[config.mk]
export PLATFORM = sky130hd
export DESIGN_NAME = angle_scan_controller
export DESIGN_NICKNAME = d
export VERILOG_FILES = /design/src/rtl/scan_pkg.sv /design/src/rtl/frame_accumulator.sv /design/src/rtl/angle_scan_controller.sv
export SDC_FILE = /design/constraint.sdc
export NUM_CORES = 1
export LEC_CHECK = 0
export CAP_MARGIN = 25
export CORE_AREA = 2 2 138 140
export CTS_CLUSTER_SIZE = 16
export DETAILED_ROUTE_END_ITERATION = 10
export DIE_AREA = 0 0 140 142
export GPL_TIMING_DRIVEN = 0
export PLACE_DENSITY = 0.64
export SLEW_MARGIN = 40
export SYNTH_ARGS = -nofsm -noshare
export SYNTH_HDL_FRONTEND = slang
export SYNTH_SLANG_ARGS = --single-unit
[constraint.sdc]
create_clock -name clk -period 4.6 [get_ports clk]
set_clock_uncertainty 0.15 [all_clocks]
set_input_delay 0.46 -clock clk [delete_from_list [all_inputs] [get_ports clk]]
set_output_delay 0.46 -clock clk [all_outputs]
set_load 0.03 [all_outputs]
[src/rtl/scan_pkg.sv]
// Shared types and sizing helpers for the directional loudness scan.
package scan_pkg;

    // Scan sequencer states.
    typedef enum logic [2:0] {
        IDLE    = 3'd0,
        MOVE    = 3'd1,
        SETTLE  = 3'd2,
        CAPTURE = 3'd3,
        STORE   = 3'd4,
        DONE    = 3'd5
    } scan_state_t;

    // Width of every angle-valued port and register.
    localparam int ANGLE_W = 9;

    // Sum width that can hold `frames` full-scale `lw`-bit values without overflow.
    function automatic int sum_w(input int lw, input int frames);
        return lw + $clog2(frames);
    endfunction

endpackage

[src/rtl/frame_accumulator.sv]
// Sums FRAMES loudness results and presents their average (power-of-two divide).
module frame_accumulator
    import scan_pkg::*;
#(
    parameter int LW     = 33,
    parameter int FRAMES = 4
) (
    input  logic                           clk,
    input  logic                           reset,
    input  logic                           clear,
    input  logic                           add_en,
    input  logic [LW-1:0]                  data,
    output logic [$clog2(FRAMES+1)-1:0]    count,
    output logic [LW-1:0]                  avg,
    output logic                           full
);

    localparam int SHIFT = $clog2(FRAMES);
    localparam int SUM_W = sum_w(LW, FRAMES);
    localparam int CNT_W = $clog2(FRAMES + 1);

    logic [SUM_W-1:0] sum_reg;
    logic [CNT_W-1:0] count_reg;

    // Accumulate one result per add_en; clear wipes both sum and count.
    always_ff @(posedge clk or posedge reset) begin
        if (reset) begin
            sum_reg   <= '0;
            count_reg <= '0;
        end else if (clear) begin
            sum_reg   <= '0;
            count_reg <= '0;
        end else if (add_en) begin
            sum_reg   <= sum_reg + SUM_W'(data);
            count_reg <= count_reg + CNT_W'(1);
        end
    end

    // FRAMES is a power of two, so the average is just the upper LW bits.
    assign avg   = sum_reg[SHIFT +: LW];
    assign count = count_reg;
    assign full  = (count_reg == CNT_W'(FRAMES));

endmodule

[src/rtl/angle_scan_controller.sv]
// Steps the rotator through every angle, settles, averages loudness and
// writes one averaged value per angle while tracking the loudest angle.
module angle_scan_controller
    import scan_pkg::*;
#(
    parameter int LW            = 33,
    parameter int NAngles       = 360,
    parameter int SETTLE_CYCLES = 18432,
    parameter int FRAMES        = 4
) (
    input  logic               clk,
    input  logic               reset,
    input  logic               start,
    input  logic               loudness_valid,
    input  logic [LW-1:0]      loudness,
    input  logic               step_ack,
    output logic               step_req,
    output logic [ANGLE_W-1:0] angle_index,
    output logic               capture_en,
    output logic               wr_en,
    output logic [ANGLE_W-1:0] wr_angle,
    output logic [LW-1:0]      wr_value,
    output logic [ANGLE_W-1:0] best_angle,
    output logic [LW-1:0]      best_loudness,
    output logic               busy,
    output logic               done
);

    localparam int SET_W = $clog2(SETTLE_CYCLES + 1);
    localparam int CNT_W = $clog2(FRAMES + 1);

    scan_state_t        state_reg, state_next;
    logic [ANGLE_W-1:0] angle_reg, angle_next;
    logic [SET_W-1:0]   settle_reg, settle_next;
    logic [ANGLE_W-1:0] best_angle_reg, best_angle_next;
    logic [LW-1:0]      best_loud_reg, best_loud_next;

    logic               acc_clear;
    logic               acc_add;
    logic [CNT_W-1:0]   acc_count;
    logic [LW-1:0]      acc_avg;
    logic               acc_full;
    logic               frame_last;

    // Only strobes that arrive while actually capturing are averaged.
    assign acc_add    = (state_reg == CAPTURE) && loudness_valid;
    assign frame_last = (acc_count == CNT_W'(FRAMES - 1));

    frame_accumulator #(
        .LW     (LW),
        .FRAMES (FRAMES)
    ) u_acc (
        .clk    (clk),
        .reset  (reset),
        .clear  (acc_clear),
        .add_en (acc_add),
        .data   (loudness),
        .count  (acc_count),
        .avg    (acc_avg),
        .full   (acc_full)
    );

    // State, angle, settle counter and best-so-far registers.
    always_ff @(posedge clk or posedge reset) begin
        if (reset) begin
            state_reg      <= IDLE;
            angle_reg      <= '0;
            settle_reg     <= '0;
            best_angle_reg <= '0;
            best_loud_reg  <= '0;
        end else begin
            state_reg      <= state_next;
            angle_reg      <= angle_next;
            settle_reg     <= settle_next;
            best_angle_reg <= best_angle_next;
            best_loud_reg  <= best_loud_next;
        end
    end

    // Next-state logic; every register holds unless a state says otherwise.
    always_comb begin
        state_next      = state_reg;
        angle_next      = angle_reg;
        settle_next     = settle_reg;
        best_angle_next = best_angle_reg;
        best_loud_next  = best_loud_reg;
        acc_clear       = 1'b0;

        case (state_reg)
            IDLE, DONE: begin
                // A new scan restarts from angle 0 with a clean best tracker.
                if (start) begin
                    state_next      = MOVE;
                    angle_next      = '0;
                    settle_next     = '0;
                    best_angle_next = '0;
                    best_loud_next  = '0;
                    acc_clear       = 1'b1;
                end
            end
            MOVE: begin
                if (step_ack) begin
                    state_next  = SETTLE;
                    settle_next = SET_W'(SETTLE_CYCLES - 1);
                end
            end
            SETTLE: begin
                // Counter runs N-1 down to 0, giving exactly SETTLE_CYCLES cycles here.
                if (settle_reg == '0) begin
                    state_next = CAPTURE;
                end else begin
                    settle_next = settle_reg - SET_W'(1);
                end
            end
            CAPTURE: begin
                if (acc_full || (loudness_valid && frame_last)) begin
                    state_next = STORE;
                end
            end
            STORE: begin
                acc_clear = 1'b1;
                // Strict compare: on a tie the earlier (lower) angle is kept.
                if (acc_avg > best_loud_reg) begin
                    best_angle_next = angle_reg;
                    best_loud_next  = acc_avg;
                end
                if (angle_reg == ANGLE_W'(NAngles - 1)) begin
                    state_next = DONE;
                end else begin
                    angle_next = angle_reg + ANGLE_W'(1);
                    state_next = MOVE;
                end
            end
            default: begin
                state_next = IDLE;
            end
        endcase
    end

    // Moore outputs decoded from registered state; all read 0 in IDLE.
    assign step_req      = (state_reg == MOVE);
    assign capture_en    = (state_reg == CAPTURE);
    assign wr_en         = (state_reg == STORE);
    assign wr_angle      = (state_reg == STORE) ? angle_reg : '0;
    assign wr_value      = (state_reg == STORE) ? acc_avg : '0;
    assign busy          = (state_reg == MOVE) || (state_reg == SETTLE) ||
                           (state_reg == CAPTURE) || (state_reg == STORE);
    assign done          = (state_reg == DONE);
    assign angle_index   = angle_reg;
    assign best_angle    = best_angle_reg;
    assign best_loudness = best_loud_reg;

endmodule

## Word level (Yosys, flattened, before mapping)

Index checks and enable logic that the tools add are counted.

- Flip-flop bits (word level): 107
- Logic and storage cells: 69

- Add/sub/neg operators: 4
- Muxes and demuxes: 26
- $lt $le $gt $ge: 1
- Equal/unequal tests: 15
- Reductions and logical operators: 16

Operators by type and width:

| operator | number |
|---|---|
| 33-bit 2-to-1 mux | 3 |
| 35-bit 2-to-1 mux | 2 |
| 33-bit case mux with 2 select lines | 1 |
| 15-bit 2-to-1 mux | 3 |
| 15-bit case mux with 3 select lines | 1 |
| 9-bit 2-to-1 mux | 4 |
| 9-bit case mux with 2 select lines | 2 |
| 35-bit by 33-bit adder with 35-bit output | 1 |
| 33-bit > comparator | 1 |
| 3-bit 2-to-1 mux | 7 |
| 15-bit logical NOT | 1 |
| 3-bit case mux with 5 select lines | 1 |
| 15-bit by 1-bit subtractor with 15-bit output, second input constant | 1 |
| 2-bit != test, second input constant | 5 |
| 9-bit by 1-bit adder with 9-bit output, second input constant | 1 |
| 3-bit by 2-bit == test with 1-bit output, second input constant | 3 |
| 3-bit == test, second input constant | 3 |
| 9-bit == test, second input constant | 1 |
| 4-bit AND reduction | 2 |
| 3-bit AND reduction | 2 |
| 1-bit logical OR | 4 |
| 2-bit by 1-bit != test with 1-bit output, second input constant | 2 |
| 2-bit nonzero test | 2 |
| 3-bit by 1-bit adder with 3-bit output, second input constant | 1 |
| other kinds (7) | 8 |

## Logic depth before layout (Yosys ltp)

Gate-level depths: netlist (run 1).

- Depth in word-level cells: 5
- Mapped depth: 13

## By module

A second synthesis (run 1) with hierarchy kept.

- Cell total of the unflattened synthesis: 913
- Area total of the unflattened synthesis: 8216.6 um^2

Modules (own cells, without submodules):

| module | area each (um^2) | cells each | instances | seq. area each (um^2) |
|---|---|---|---|---|
| angle_scan_controller | 4444.3 | 452 | 1 | 1726.7 |
| frame_accumulator | 3772.4 | 461 | 1 | 950.9 |

## Worst setup path before layout (run 1)

No wires, ideal clock.

- Path kind: in2reg
- Start point: in loudness[0]
- End point: reg u_acc.sum_reg[32]
- Stages on the path: 12
- Arrival: 2.770 ns
- Buffers on the path: 0
- Library setup time: 0.122 ns
- Setup slack: 1.558 ns
- Cell sequence: ha_1 -> inv_1 -> fa_1 -> nor2b_1 -> o31ai_1 -> a211oi_1 -> a211oi_2 -> o22a_2 -> o31ai_1 -> o211a_1 -> o21ai_0 -> a32o_1

- Word-level cells in the longest chain between the ends: 3

Ends and longest elaborated chain:

| what | RTL line | text |
|---|---|---|
| from (decl) | angle_scan_controller.sv:15 | `input logic [LW-1:0] loudness,` |
| 35-bit by 33-bit adder with 35-bit output | frame_accumulator.sv:34 | `sum_reg <= sum_reg + SUM_W'(data);` |
| 35-bit 2-to-1 mux | frame_accumulator.sv:33 | `end else if (add_en) begin` |
| 35-bit 2-to-1 mux | frame_accumulator.sv:30 | `end else if (clear) begin` |
| to (signal assigned) | frame_accumulator.sv:34 |  |
| to (decl) | frame_accumulator.sv:22 | `logic [SUM_W-1:0] sum_reg;` |

Every way passes these cells. The select of a mux whose other input is x is not followed.
A chain may end at the register's enable or synchronous reset.

## Worst setup path after layout (run 1)

- Start point: reg u_acc.sum_reg[20]
- End point: reg best_loud_reg[7], in the netlist best_loudness[7]

- Word-level cells in the longest chain between the ends: 3

Ends and longest elaborated chain:

| what | RTL line | text |
|---|---|---|
| 33-bit > comparator | angle_scan_controller.sv:123 | `if (acc_avg > best_loud_reg) begin` |
| 2-bit by 1-bit != test with 1-bit output (no line) | - |  |
| 3-bit AND reduction (no line) | - |  |
| to (signal assigned) | angle_scan_controller.sv:76 | `best_loud_reg <= best_loud_next;` |
| to (decl) | angle_scan_controller.sv:36 | `logic [LW-1:0] best_loud_reg, best_loud_next;` |

Every way passes these cells.

==> impl_metrics.csv, run 1 <==
group,metric,value,unit
final_layout,largest_reg_flops,35,
yosys,synth_cells,813,
yosys,syn_area_per_cell,8.96,um^2
clock_tree,clk_path_buf_depth,2,
yosys,ys_types,59,
timing,slew_headroom,0.483,
floorplan,ios,136,
worst_setup_path,cp_slowest_stage_delay,0.57,ns
floorplan,die_h,142,um
yosys,ys_warn_count,0,
worst_setup_path,arrival,3.89,ns
timing,finalCritPeriodShare,0.814,
worst_setup_path,cp.required,4.75,ns
final_layout,final_layout_size_suffix_gt1_frac,0.0311,
worst_setup_path,crit_chain,"ha_1 > a21o_1 > a21o_1 > a21oi_1 > nor2_1 > a211oi_1 > a21oi_1 > o32a_1 > o21ai_1 > clkbuf_1 > a22o_1",
clock_tree,cts_setup_buffers,0,
clock_tree,root_buffer,"clkbuf_16",
yosys,synth_nets,924,
timing,rsz0062_at_grt,"no",
placement,dp_hpwl,15.3,mm
yosys,synth_commonest_cells,"107 x dfrtp_1, 74 x o21ai_0, 72 x ha_1, 59 x nand2_1, 54 x inv_1",
power_and_ir_drop,p_leak,4.19,nW
worst_setup_path,worst_setup_path_start_kind,"register",
global_routing,first_global_vias,6324,
outcome,outcome,"complete, but fails checks",
timing,timing.final.ws_setup,0.854,ns
placement,port_buffers,135,
timing,worst_pin_slew,0.773,ns
floorplan,design.core.area,18500,um^2
route,wl_per_cell,17.4,um
clock_tree,clkSinkCount,107,
global_routing,antenna_found_initial,1,
worst_hold_path,holdPathStages,2,
yosys,synth.top_cell.area_share,0.368,
worst_setup_path,reg2reg_slack,0.85,ns
outcome,violations,"design-rule violations",
clock_tree,cts_resized,0,
clock_tree,cts_tree,"yes",
yosys,synth_area_leaders,"dfrtp_1 37%, ha_1 12%, a22o_1 5.4%, o21ai_0 5.1%, and2_1 3.9%",
global_routing,grt-ovfl-total,0,
final_layout,final_cells,1198,
global_routing,groute.usage.overall,0.211,
floorplan,rows,50,
yosys,syn_area,7280,um^2
clock_tree,clkTransAtPathRegs,0.08,ns
global_routing,grt_max_degree,60,
route,via_per_inst,5.51,
global_routing,grt_pass1_wl,33.5,mm
final_layout,n_antenna_cell,0,
timing,period_minus_slack,3.75,ns
route,drt_wl_total,20.8,mm
clock_tree,cts_buffers,9,
worst_setup_path,worstSetupPathDepth,11,
power_and_ir_drop,power_density,632,nW/um^2
route,drc,9,
timing,drv_slew,0,
floorplan,start_util,0.395,
route,drt_iter0_drc,422,
job,cap_violations,0,
route,first_pass_iters,9,
timing,whs,0.360,ns
worst_setup_path,crit_buf_inv,1,
final_layout,final_util,0.503,
timing,hold_viol,0,
power_and_ir_drop,irDropWorstVdd,0.228,mV
yosys,synth-edff-count,0,
yosys,synthArstFlopShare,1.00,
yosys,synth-main-ff-cell,"dfrtp_1",
yosys,ys_ff_latch,107,
clock_tree,htreeDepth,3,
placement,dpl_cell_area,8960,um^2
final_layout,nets,1071,
worst_setup_path,critical_path_class,"register to register",
yosys,yosysMostFrequentCell,"dfrtp_1",
clock_tree,clock_latency,0.36,ns
route,vias,6606,
worst_hold_path,hold_class,"register to register",
floorplan,die_area,19900,um^2
clock_tree,cts_hold_buf,0,
worst_setup_path,cp_max_fo,10,
worst_setup_path,crit_slowest_cell,"clkbuf_1",
route,antenna_left,0,
final_layout,area_growth,27.5,%
placement,placed_cells,1183,
floorplan,dieWidth,140,um
worst_setup_path,critPathTopFamily,"compound AO/OA/AOI/OAI gates",
worst_setup_path,reg2reg_depth,11,
final_layout,finish.instance_area,9290,um^2
timing,setup_viol,0,
placement,dpl_worst_slack,0.592,ns
worst_setup_path,crit_path_end_kind,"register",
yosys,post-synth-top-area-cell,"dfrtp_1",
timing,clock.fmax,0.267,GHz
placement,place.gp.congestion,0.845,
yosys,yosysSeqAreaShare,0.368,
## logic make-up (layout without fill, tap and decap cells)
kind of cell / count (synthesis) / after routing / share of synthesized area
AOI/OAI and AO/OA: 282 / 282 / 0.262
muxes: 3 / 3 / 0.00412
xor gates and xnor gates: 24 / 24 / 0.0289
DFF: 107 / 107 / 0.368
and+or+nand+nor: 229 / 229 / 0.159
adders and majority gates: 73 / 73 / 0.126
buffers and inverters: 95 / 246 / 0.0514
## through the flow
step           setup TNS, ns  total power, mW
2_1_floorplan              0             3.94
3_3_place_gp          -76.18             4.94
3_5_place_dp               0             4.99
4_1_cts                    0             5.88
5_1_grt                    0             6.38
6_report                   0             5.87
## worst register-to-register path, stage by stage, from the launching register on
cell and delay [ns]:
dfrtp_1 0.44, ha_1 0.32, a21o_1 0.17, a21o_1 0.17, a21oi_1 0.16, nor2_1 0.07, a211oi_1 0.41, a21oi_1 0.16
o32a_1 0.39, o21ai_1 0.42, clkbuf_1 0.57, a22o_1 0.26
## final timing paths
check                                                 to                           from
min reg2reg                 u_acc.sum_reg[0]$_DFFE_PP0P_   u_acc.sum_reg[0]$_DFFE_PP0P_
max reg2reg                 best_loudness[7]$_DFFE_PP0P_  u_acc.sum_reg[20]$_DFFE_PP0P_
max                         best_loudness[7]$_DFFE_PP0P_  u_acc.sum_reg[20]$_DFFE_PP0P_
min                         u_acc.sum_reg[0]$_DFFE_PP0P_   u_acc.sum_reg[0]$_DFFE_PP0P_
max in group asynchronous   u_acc.sum_reg[5]$_DFFE_PP0P_                          reset
min in group asynchronous  best_loudness[24]$_DFFE_PP0P_                          reset
## per-layer routing
metal  track usage  vias up  share of wire
met5             0        -        0.00062
met2         0.344      165           0.46
li1              -     3256              -
met3        0.0441       25          0.051
met1         0.292     3158           0.48
met4        0.0478        2          0.015
## power by group
group	total [mW]	internal (mW)	switching (mW)
clock	0.862	0.488	0.374
sequential	1.51	1.20	0.308
combinational	3.50	1.39	2.10
## placed cells by master (no fill, tap or decap), drive strengths merged, types with 5 or more instances in the layout
cell           netlist  routed
buf                  6       7
ha                  72      72
nor2                38      38
o21a                 7       7
xnor2               12      12
dfrtp              107     107
a21o                36      36
o21bai               5       5
nor3                13      13
or3                  6       6
a211oi               8       8
o31ai                9       9
nand3               27      27
o21ai               78      78
nand4               13      13
clkdlybuf4s50        0     135
nand2               59      59
xor2                12      12
and2                45      45
a31oi               13      13
a22o                45      45
nand2b               6       6
a21oi               46      46
clkbuf              35      45
a32o                 6       6
inv                 54      54
nor3b                7       7
## cell type report
| cell class | instances | area [um^2] |
|---|---|---|
| clock inverter | 5 | 77.6 |
| inverter | 54 | 210 |
| buffer | 41 | 171 |
| multi-input combinational | 611 | 4240 |
| sequential | 107 | 2680 |
| timing repair buffer | 136 | 1380 |
| fill | 1762 | 9170 |
| clock buffer | 10 | 239 |
| tap | 234 | 293 |
Power figures use the tool's default switching activity.
==> run 2: changes to the inputs <==
clock period = 3.55 ns   (was 4.6 ns; I/O delays follow)
==> run 2 against run 1 <==
- the flow still finishes with violations (design-rule violations)
- register-to-register slack worse by 0.71 ns
- worst setup slack worse by 0.76 ns
- global-route usage unchanged
- critical path depth up 2
- sequential cell count unchanged
- non-clock buffer count unchanged
- critical path type is now input pin to register
- critical endpoint is now u_acc.sum_reg[32]$_DFFE_PP0P_
- largest power group unchanged
==> impl_metrics.csv, run 2 (same netlist as run 1, synthesis figures left out) <==
group,metric,value,unit
floorplan,start_util,0.395,
worst_setup_path,crit_slowest_cell,"o31ai_1",
final_layout,nets,1071,
worst_setup_path,crit_end,"u_acc.sum_reg[32]$_DFFE_PP0P_",
clock_tree,cts_setup_buffers,0,
global_routing,grt_pass1_wl,33.5,mm
clock_tree,htreeDepth,3,
timing,period_minus_slack,3.46,ns
power_and_ir_drop,power_density,821,nW/um^2
final_layout,largest_reg_flops,35,
final_layout,fillers,1762,
worst_setup_path,cp_slowest_stage_delay,0.53,ns
floorplan,die_area,19900,um^2
global_routing,grt_max_degree,60,
placement,placed_cells,1183,
clock_tree,cts_buffers,9,
outcome,violations,"design-rule violations",
timing,drv_slew,0,
floorplan,ios,136,
timing,hold_viol,0,
final_layout,ff_latch_area,2680,um^2
timing,slew_headroom,0.455,
outcome,outcome,"complete, but fails checks",
global_routing,grt-ovfl-total,0,
worst_setup_path,crit_path_end_kind,"register",
route,drc,9,
power_and_ir_drop,irDropWorstVdd,0.302,mV
clock_tree,clkSinkCount,107,
worst_setup_path,worst_setup_path_start_kind,"input pin",
route,via_per_inst,5.50,
global_routing,first_global_vias,6321,
timing,setup_viol,0,
route,first_pass_iters,10,
timing,worst_pin_slew,0.814,ns
global_routing,groute.usage.overall,0.211,
timing,rsz0062_at_grt,"no",
final_layout,final_common_cell,"clkdlybuf4s50_1",
floorplan,die_h,142,um
final_layout,final_cells,1198,
worst_setup_path,critical_path_class,"input pin to register",
clock_tree,clk_path_buf_depth,2,
final_layout,final_layout_size_suffix_gt1_frac,0.0436,
placement,place.gp.congestion,0.845,
timing,fin_setup_tns,0,ns
floorplan,rows,50,
worst_setup_path,reg2reg_slack,0.14,ns
timing,clock.fmax,0.289,GHz
final_layout,area_growth,27.9,%
worst_setup_path,arrival,3.56,ns
worst_setup_path,crit_start,"loudness[0]",
clock_tree,root_buffer,"clkbuf_16",
timing,finalCritPeriodShare,0.974,
job,cap_violations,0,
worst_setup_path,r2r_start,"u_acc.sum_reg[0]$_DFFE_PP0P_",
floorplan,dieWidth,140,um
route,antenna_left,0,
route,drt_wl_total,20.8,mm
route,wl_per_cell,17.4,um
worst_hold_path,hold_class,"input pin to async pin",
worst_setup_path,timing.rr.end,"u_acc.sum_reg[32]$_DFFE_PP0P_",
placement,port_buffers,135,
worst_setup_path,reg2reg_depth,12,
clock_tree,cts_tree,"yes",
final_layout,layout_common_cells,"135 x clkdlybuf4s50_1, 107 x dfrtp_1, 74 x o21ai_0, 72 x ha_1, 59 x nand2_1",
global_routing,antenna_found_initial,1,
route,vias,6593,
floorplan,design.core.area,18500,um^2
timing,whs,0.261,ns
clock_tree,cts_hold_buf,0,
worst_setup_path,crit_chain,"clkdlybuf4s50_1 > ha_1 > inv_1 > fa_1 > nor2b_1 > o31ai_1 > a211oi_2 > a211oi_2 > o22a_2 > o31ai_1 > o211a_1 > or3_1 > a32o_1",
clock_tree,clkTransAtPathRegs,0.08,ns
power_and_ir_drop,p_leak,4.22,nW
route,drt_iter0_drc,401,
final_layout,multi_input_area,4250,um^2
clock_tree,clock_latency,0.36,ns
worst_setup_path,cp.required,3.65,ns
final_layout,n_antenna_cell,0,
worst_setup_path,cp_max_fo,4,
placement,dp_hpwl,15.3,mm
[run 2: cell type report]
cell class / count / share of cell area
plain buffers: 41 / 0.0196
clock buffers: 10 / 0.0257
clock inverters: 5 / 0.00833
inverters: 54 / 0.0226
multi-input cells: 611 / 0.457
flip-flops and latches: 107 / 0.288
well taps: 234 / 0.0314
repair buffers: 136 / 0.148
[run 2: worst min path at each step]
| stage | startpoint | end | slack (ns) | cells after the start |
|---|---|---|---|---|
| 2_1_floorplan | settle_reg[12]$_DFFE_PP0P_ | settle_reg[12]$_DFFE_PP0P_ | 0.31 | 2 |
| 3_3_place_gp | u_acc.sum_reg[0]$_DFFE_PP0P_ | u_acc.sum_reg[0]$_DFFE_PP0P_ | 0.34 | 2 |
| 3_5_place_dp | u_acc.sum_reg[0]$_DFFE_PP0P_ | u_acc.sum_reg[0]$_DFFE_PP0P_ | 0.34 | 2 |
| 4_1_cts | reset | u_acc.sum_reg[25]$_DFFE_PP0P_ | 0.27 | 2 |
| 5_1_grt | reset | best_loudness[24]$_DFFE_PP0P_ | 0.29 | 2 |
| 6_report | reset | best_loudness[24]$_DFFE_PP0P_ | 0.26 | 2 |
[run 2: metal layers]
layer  share of wire  up-vias  GRT usage  routed length [um]
met2            0.46      167      0.343                9510
met5         0.00062        -          0                  13
met4           0.014        2     0.0478                 294
li1                -     3258          -                   -
met3           0.052       24     0.0441                1080
met1            0.48     3142      0.293                9930
[run 2: power by group]
part / total, mW / leakage [nW] / internal [mW] / switching [mW]
Sequential: 1.96 / 1.46 / 1.56 / 0.399
Clock: 1.11 / 0.154 / 0.633 / 0.482
Combinational: 4.57 / 2.61 / 1.82 / 2.75
Total: 7.65 / 4.22 / 4.02 / 3.63
[run 2: through the flow]
stage,utilization,cell area [um^2],worst slack (ns),total power [mW]
floorplan,-,7280,0.228,5.11
global placement,0.484,8920,-1.67,6.40
detailed placement,0.486,8960,-0.353,6.47
CTS,0.504,9300,0.0345,7.63
global route,0.505,9310,0.00381,8.31
finish,0.505,9310,0.0929,7.65
[run 2: what timing repair did]
| action | in CTS | in global routing |
|---|---|---|
| setup endpoints to repair | 42 | 41 |
| gates resized for setup | 9 | 4 |
| hold endpoints to repair | 0 | 0 |
[run 2: critical path: cells and delay by family]
family / cells / cell delay [ns]
and+or+nand+nor: 2 / 0.38
AOI/OAI and AO/OA: 7 / 1.92
adders and majority gates: 2 / 0.42
buffers and inverters: 2 / 0.48
